[src/rtl/adjacency_query_arbiter.sv]
// Shares the adjacency_map query/reply port between NUM_REQ requesters, one
// query+reply-burst transaction at a time. Define ADJ_ARB_FIXED_PRIORITY_EN for fixed priority.
module adjacency_query_arbiter #(
    parameter int  NODE_WIDTH = 10,
    parameter int  NUM_REQ    = 2,
    localparam int IDX_W      = (NUM_REQ > 1) ? $clog2(NUM_REQ) : 1
) (
    input  logic                          clk,
    input  logic                          rst,
    input  logic [NUM_REQ-1:0]            req_query_valid,
    input  logic [NUM_REQ*NODE_WIDTH-1:0] req_query_data,
    output logic [NUM_REQ-1:0]            req_query_ready,
    output logic [NUM_REQ-1:0]            req_reply_valid,
    input  logic [NUM_REQ-1:0]            req_reply_ready,
    output logic                          req_reply_last,
    output logic [NODE_WIDTH-1:0]         req_reply_data,
    output logic                          req_reply_no_edges_found,
    input  logic                          map_query_ready,
    output logic                          map_query_valid,
    output logic [NODE_WIDTH-1:0]         map_query_data,
    output logic                          map_reply_ready,
    input  logic                          map_reply_valid,
    input  logic                          map_reply_last,
    input  logic [NODE_WIDTH-1:0]         map_reply_data,
    input  logic                          map_reply_no_edges_found,
    output logic [IDX_W-1:0]              grant_idx,
    output logic                          busy
);

    typedef enum logic [1:0] {
        IDLE  = 2'd0,
        ISSUE = 2'd1,
        REPLY = 2'd2
    } state_t;

    state_t                state_q, state_d;
    logic [IDX_W-1:0]      rr_ptr_q, rr_ptr_d;
    logic [IDX_W-1:0]      grant_q, grant_d;
    logic [NODE_WIDTH-1:0] query_q, query_d;
    logic [IDX_W-1:0]      rr_next;
    logic [IDX_W:0]        cand;
    logic                  win_found;
    logic [IDX_W-1:0]      win_idx;

    // In fixed-priority mode the pointer never moves, so the search always starts at 0.
`ifdef ADJ_ARB_FIXED_PRIORITY_EN
    assign rr_next = '0;
`else
    assign rr_next = (grant_q == IDX_W'(NUM_REQ - 1)) ? '0 : grant_q + 1'b1;
`endif

    // Rotating search: walk offsets from the far end so the nearest active request wins.
    always_comb begin
        win_found = 1'b0;
        win_idx   = '0;
        cand      = '0;
        for (int k = NUM_REQ - 1; k >= 0; k--) begin
            cand = {1'b0, rr_ptr_q} + (IDX_W + 1)'(k);
            cand = (cand >= (IDX_W + 1)'(NUM_REQ)) ? cand - (IDX_W + 1)'(NUM_REQ) : cand;
            if (req_query_valid[cand[IDX_W-1:0]]) begin
                win_found = 1'b1;
                win_idx   = cand[IDX_W-1:0];
            end else begin
                win_found = win_found;
            end
        end
    end

    // Next-state and handshake steering.
    always_comb begin
        state_d         = state_q;
        rr_ptr_d        = rr_ptr_q;
        grant_d         = grant_q;
        query_d         = query_q;
        req_query_ready = '0;
        req_reply_valid = '0;
        map_reply_ready = 1'b0;
        map_query_valid = 1'b0;
        case (state_q)
            IDLE: begin
                if (win_found) begin
                    req_query_ready[win_idx] = 1'b1;
                    query_d = req_query_data[win_idx*NODE_WIDTH +: NODE_WIDTH];
                    grant_d = win_idx;
                    state_d = ISSUE;
                end else begin
                    state_d = IDLE;
                end
            end
            ISSUE: begin
                map_query_valid = 1'b1;
                if (map_query_ready) begin
                    state_d = REPLY;
                end else begin
                    state_d = ISSUE;
                end
            end
            REPLY: begin
                req_reply_valid[grant_q] = map_reply_valid;
                map_reply_ready          = req_reply_ready[grant_q];
                // Either flag ends the burst; an empty list never carries last.
                if (map_reply_valid && req_reply_ready[grant_q] &&
                    (map_reply_last || map_reply_no_edges_found)) begin
                    rr_ptr_d = rr_next;
                    state_d  = IDLE;
                end else begin
                    state_d = REPLY;
                end
            end
            default: begin
                state_d = IDLE;
            end
        endcase
    end

    // State and transaction registers.
    always_ff @(posedge clk) begin
        if (rst) begin
            state_q  <= IDLE;
            rr_ptr_q <= '0;
            grant_q  <= '0;
            query_q  <= '0;
        end else begin
            state_q  <= state_d;
            rr_ptr_q <= rr_ptr_d;
            grant_q  <= grant_d;
            query_q  <= query_d;
        end
    end

    assign map_query_data           = query_q;
    assign req_reply_data           = map_reply_data;
    assign req_reply_last           = map_reply_last;
    assign req_reply_no_edges_found = map_reply_no_edges_found;
    assign grant_idx                = grant_q;
    assign busy                     = (state_q != IDLE);

endmodule

[config.mk]
export PLATFORM = sky130hd
export DESIGN_NAME = adjacency_query_arbiter
export DESIGN_NICKNAME = d
export VERILOG_FILES = /design/src/rtl/adjacency_query_arbiter.sv
export SDC_FILE = /design/constraint.sdc
export NUM_CORES = 1
export LEC_CHECK = 0
export ABC_AREA = 1
export BUFFER_PORTS_ARGS = -buffer_cell sky130_fd_sc_hd__buf_4
export CAP_MARGIN = 30
export CORE_AREA = 2 2 51 53
export CTS_BUF_LIST = sky130_fd_sc_hd__clkbuf_16
export DETAILED_ROUTE_END_ITERATION = 10
export DIE_AREA = 0 0 53 55
export PLACE_DENSITY = 0.83
export REMOVE_ABC_BUFFERS = 1
export SYNTH_ARGS = -nofsm -noshare
export SYNTH_HDL_FRONTEND = slang
export SYNTH_SLANG_ARGS = --single-unit
export TNS_END_PERCENT = 1
[constraint.sdc]
create_clock -name clk -period 1.55 [get_ports clk]
set_clock_uncertainty 0.2 [all_clocks]
set_input_delay 0.155 -clock clk [delete_from_list [all_inputs] [get_ports clk]]
set_output_delay 0.155 -clock clk [all_outputs]
set_load 0.05 [all_outputs]
== Word level (Yosys, flattened, before mapping) ==
Index checks and enable logic that the tools add are counted.

* Flip-flop bits (word level): 14
* Bits of input ports: 40
* Output and inout bits: 30
* Word-level logic and storage cells: 56

* Add/subtract/negate cells: 4
* $mul: 1
* Magnitude comparators: 8
* Equality and inequality tests: 2
* Shifts and indexed selects: 1
* Multiplexer cells: 26
* Bitwise logic cells: 1
* Reduce and logical (&&, ||, !) cells: 9

{| class="wikitable"
|+ Operators by type and width
! operator !! number
|-
| $shiftx 20x6->10 || 1
|-
| $mux 1 || 18
|-
| $mux 2 || 5
|-
| $lt 1x2->1 const B || 4
|-
| $pmux 2 s3 || 1
|-
| $logic_and 1x1->1 || 4
|-
| $mul 1x3->4 const B || 1
|-
| $reduce_and 2->1 || 2
|-
| $add 1x1->2 const B || 1
|-
| $and 2x2->2 || 1
|-
| $demux 1 s1 || 2
|-
| $eq 2x1->1 const B || 1
|-
| $eq 2x2->1 const B || 1
|-
| $ge 1x1->1 const B || 2
|-
| $ge 1x2->1 const B || 1
|-
| $ge 2x2->1 const B || 1
|-
| $logic_not 2->1 || 1
|-
| $reduce_bool 2->1 || 1
|-
| $sub 1x1->1 const B || 2
|-
| $add 1x1->1 const B || 1
|-
| $logic_or 1x1->1 || 1
|}

== Logic depth before layout (Yosys ltp) ==
* Depth in word-level cells: 13
* Depth in mapped cells: 7

== Worst setup path after synthesis ==
Ideal clock, no wire load.

* Path type: register to output
* From: reg grant_q, in the netlist grant_idx
* To: out req_reply_valid[1]
* Data arrival time: 1.917 ns
* Path slack: -0.722 ns
* Cell stages (with the launch flop): 3
* Buffers on the path: 0
* Cell sequence: dfxtp_1 -> inv_1 -> nor3_1

* Cells in the longest elaborated chain, start to end: 6

{| class="wikitable"
|+ Ends and longest elaborated chain
! what !! RTL line !! source
|-
| start, declared || 38 || <nowiki>logic [IDX_W-1:0] grant_q, grant_d;</nowiki>
|-
| start signal, assigned || 126 || <nowiki>grant_q <= grant_d;</nowiki>
|-
| $lt 1x2->1 (not written as such) or $ge 1x1->1 (tied branches) || 99 || <nowiki>req_reply_valid[grant_q] = map_reply_valid;</nowiki>
|-
| $logic_and 1x1->1 (not written as such) || 99 ||
|-
| $mux 1 (not written as such) || 99 ||
|-
| $demux 1 s1 * || 99 ||
|-
| $and 2x2->2 (no source line) * || - ||
|-
| $mux 2 * || 79 || <nowiki>case (state_q)</nowiki>
|-
| end, declared || 13 || <nowiki>output logic [NUM_REQ-1:0] req_reply_valid,</nowiki>
|}

Mark *: on every way between the ends. The rest lies on a longest branch, timed or not.

== Worst setup path in the final report ==
* From: reg state_q[1]
* To: out map_reply_ready

* Cells in the longest elaborated chain, start to end: 2

{| class="wikitable"
|+ Ends and longest elaborated chain
! what !! RTL line !! source
|-
| start, declared || 36 || <nowiki>state_t state_q, state_d;</nowiki>
|-
| start signal, assigned || 124 || <nowiki>state_q <= state_d;</nowiki>
|-
| $eq 2x2->1 || 79 ||
|-
| $mux 1 || 79 ||
|-
| end, declared || 21 || <nowiki>output logic map_reply_ready,</nowiki>
|}

No other way between the ends.

==> flow_summary.toml <==
[run_status]
status = "finished clean"

[clocking]
cts_setup_buffers = 0
h-tree-depth = 1
root_buffer = "clkbuf_16"
clk_path_buf_depth = 2
clock_sinks = 14
numCtsBuffers = 3
clkLatencyLatePin_ps = 240
clk_pin_slew_ps = 40
cts_tree = "yes"

[floorplan]
io-pin-count = 70
die_h_um = 55
die_area_sq_mm = 0.00292
initial_core_util_pct = 38.0
num_rows = 18
die_x_um = 53
core-area_sq_mm = 0.00236

[power_and_ir_drop]
ir_worst_vdd_uv = 691
powerDensity_mw_per_mm2 = 1020
leakagePower_nw = 0.727

[final_layout]
antenna_cells = 0
layout.nets = 216
area_growth_pct = 47.5
n_fill_cell = 233
drive_gt1_share_pct = 40.8
instances_no_fill = 204
final_common_cell = "buf_4"
final_cell_mix = "buf_4 (50), nand2_1 (32), nand3_1 (20), inv_1 (19)"

[route]
wirelength_mm = 2.47
avgRoutedWirePerCell_um = 12.1
drt_iter0_drc = 13
drc = 0
viasPerCell = 4.88
vias = 996
drtPass1Iterations = 4
ant_nets = 0

[synth]
yosysUniqueCellTypes = 18
synth_cells = 134
avgSynthCellArea_sq_um = 6.70
ys_warn_count = 0
syn_area_sq_um = 898
ys_seq_area_share_pct = 31.2
ys_ff_latch = 14

[sta]
fin_crit_sh_pct = 98.4
rsz0062_at_grt = "yes"
setup_viol = 0
finalMaxSlewViolations = 0
min_period_ps = 1520
hold_viol_final = 0
worstMarginPinSlew_ps = 490
fmax_mhz = 656
whs_ps = 33.6
max_slew_margin_pct = 67.4
setup-tns-final_ps = 0

[grt]
grt_first_pass_wirelength_mm = 3.64
grt_pass1_vias = 906
antenna_found_initial = 0
grt_max_degree = 15
track_usage_pct = 16.9
overflow = 0

[setup_path]
cpMaxStageDelayCell = "dfxtp_4"
r2r-start = "state_q[1]"
cpMostUsedCell = "inv_2"
critPathCaptureType = "primary output"
path_cells = "inv_2 > nor2_4 > inv_2 > a21oi_1 > buf_4"
critPathTopFamily = "flip-flops"
crit_buf_inv = 3
critical_path_arrival_ps = 1170
required_ps = 1190
startpoint_type = "register"
cp-startpoint = "state_q[1]"
worstSetupPathType = "reg2out"
cpPeakStageDelay_ps = 360
worstPathMaxFanout = 3

[worst_hold_path]
min_from = "req_query_data[2]"
hold_class = "in2reg"

[placement]
io_buffers = 49
hpwl_mm = 1.69
routabilityCongestion = 0.713
dp.cells = 199

[flow_run]
maxCapViolCount = 0
==> final cells by class <==
type	count	area, sq um	area share (%)
Timing Repair Buffer	55	429	32.4
Multi-Input combinational cell	80	413	31.2
Sequential cell	14	288	21.7
Inverter	22	82.6	6.23
Clock buffer	3	75.1	5.67
Tap cell	30	37.5	2.83
==> cell usage after synthesis <==
library cell / instances / area share, %
nand4_1: 10 / 7.0
nand2_2: 1 / 0.70
a21boi_0: 1 / 0.84
a21oi_2: 1 / 0.98
inv_2: 1 / 0.42
o21ai_2: 1 / 0.98
nor3_1: 2 / 1.1
a21oi_1: 4 / 2.2
buf_2: 1 / 0.56
nand2_1: 32 / 13
nand3_1: 20 / 11
nand3_2: 1 / 1.1
inv_1: 21 / 8.8
nor2_4: 1 / 1.3
buf_4: 13 / 11
nor2_1: 6 / 2.5
buf_6: 4 / 5.0
dfxtp_1: 14 / 31
==> tightest hold or removal path, delay by kind of cell <==
| family | cells | cell delay [ps] |
|---|---|---|
| buffers and inverters | 2 | 120 |
| and+or+nand+nor | 3 | 180 |
==> per-layer routing <==
metal / wire (um) / up-vias / GRT usage [%]
met5: 0 / - / 0
li1: - / 497 / -
met1: 1000 / 437 / 18.8
met2: 1170 / 59 / 29.0
met4: 28 / 0 / 6.41
met3: 269 / 3 / 6.99
==> what timing repair did <==
action,CTS,global route
resized for setup,5,11
endpoints found under the hold margin,3,0
pin swaps,0,1
setup endpoints to repair,5,5
hold buffers,2,0
==> metrics by stage <==
stage / utilization, % / power [mW] / area, sq um / setup slack [ps]
after global placement: 50.2 / 0.858 / 1190 / 136
after floorplan: - / 0.678 / 751 / -722
final: 56.0 / 1.35 / 1330 / 25.6
after global routing: 56.0 / 1.41 / 1330 / -29.3
after CTS: 54.8 / 1.35 / 1300 / 1.50
after detailed placement: 50.2 / 0.862 / 1190 / 159
==> path summary, 6_finish.rpt <==
check	to	slack, ps	cells past startpoint
worst max-delay path	map_reply_ready	30	5
worst min-delay path	map_query_data[2]	30	5
worst max register to register	map_query_data[0]	230	6
worst min register to register	grant_idx	300	2
==> report_power, final <==
group          internal [mW]  total (mW)  switching [mW]
logic                  0.167       0.458           0.291
clock network          0.337       0.477           0.140
registers              0.393       0.417          0.0239
total                  0.897        1.35           0.455
==> cells by family (layout without fill, tap and decap cells) <==
logic type | Yosys count | in the layout | share of synthesized area (%)
AND/OR/NAND/NOR | 73 | 73 | 38.2
buffers and inverters | 40 | 80 | 25.6
flip-flops | 14 | 14 | 31.2
AO/OA/AOI/OAI | 7 | 7 | 5.01
==> sequential cells by signal (all words and copies together), names as in the netlist <==
signal	flops
grant_idx	1
map_query_data	10
state_q	2
rr_ptr_q	1
(Power assumes the default switching activity.)
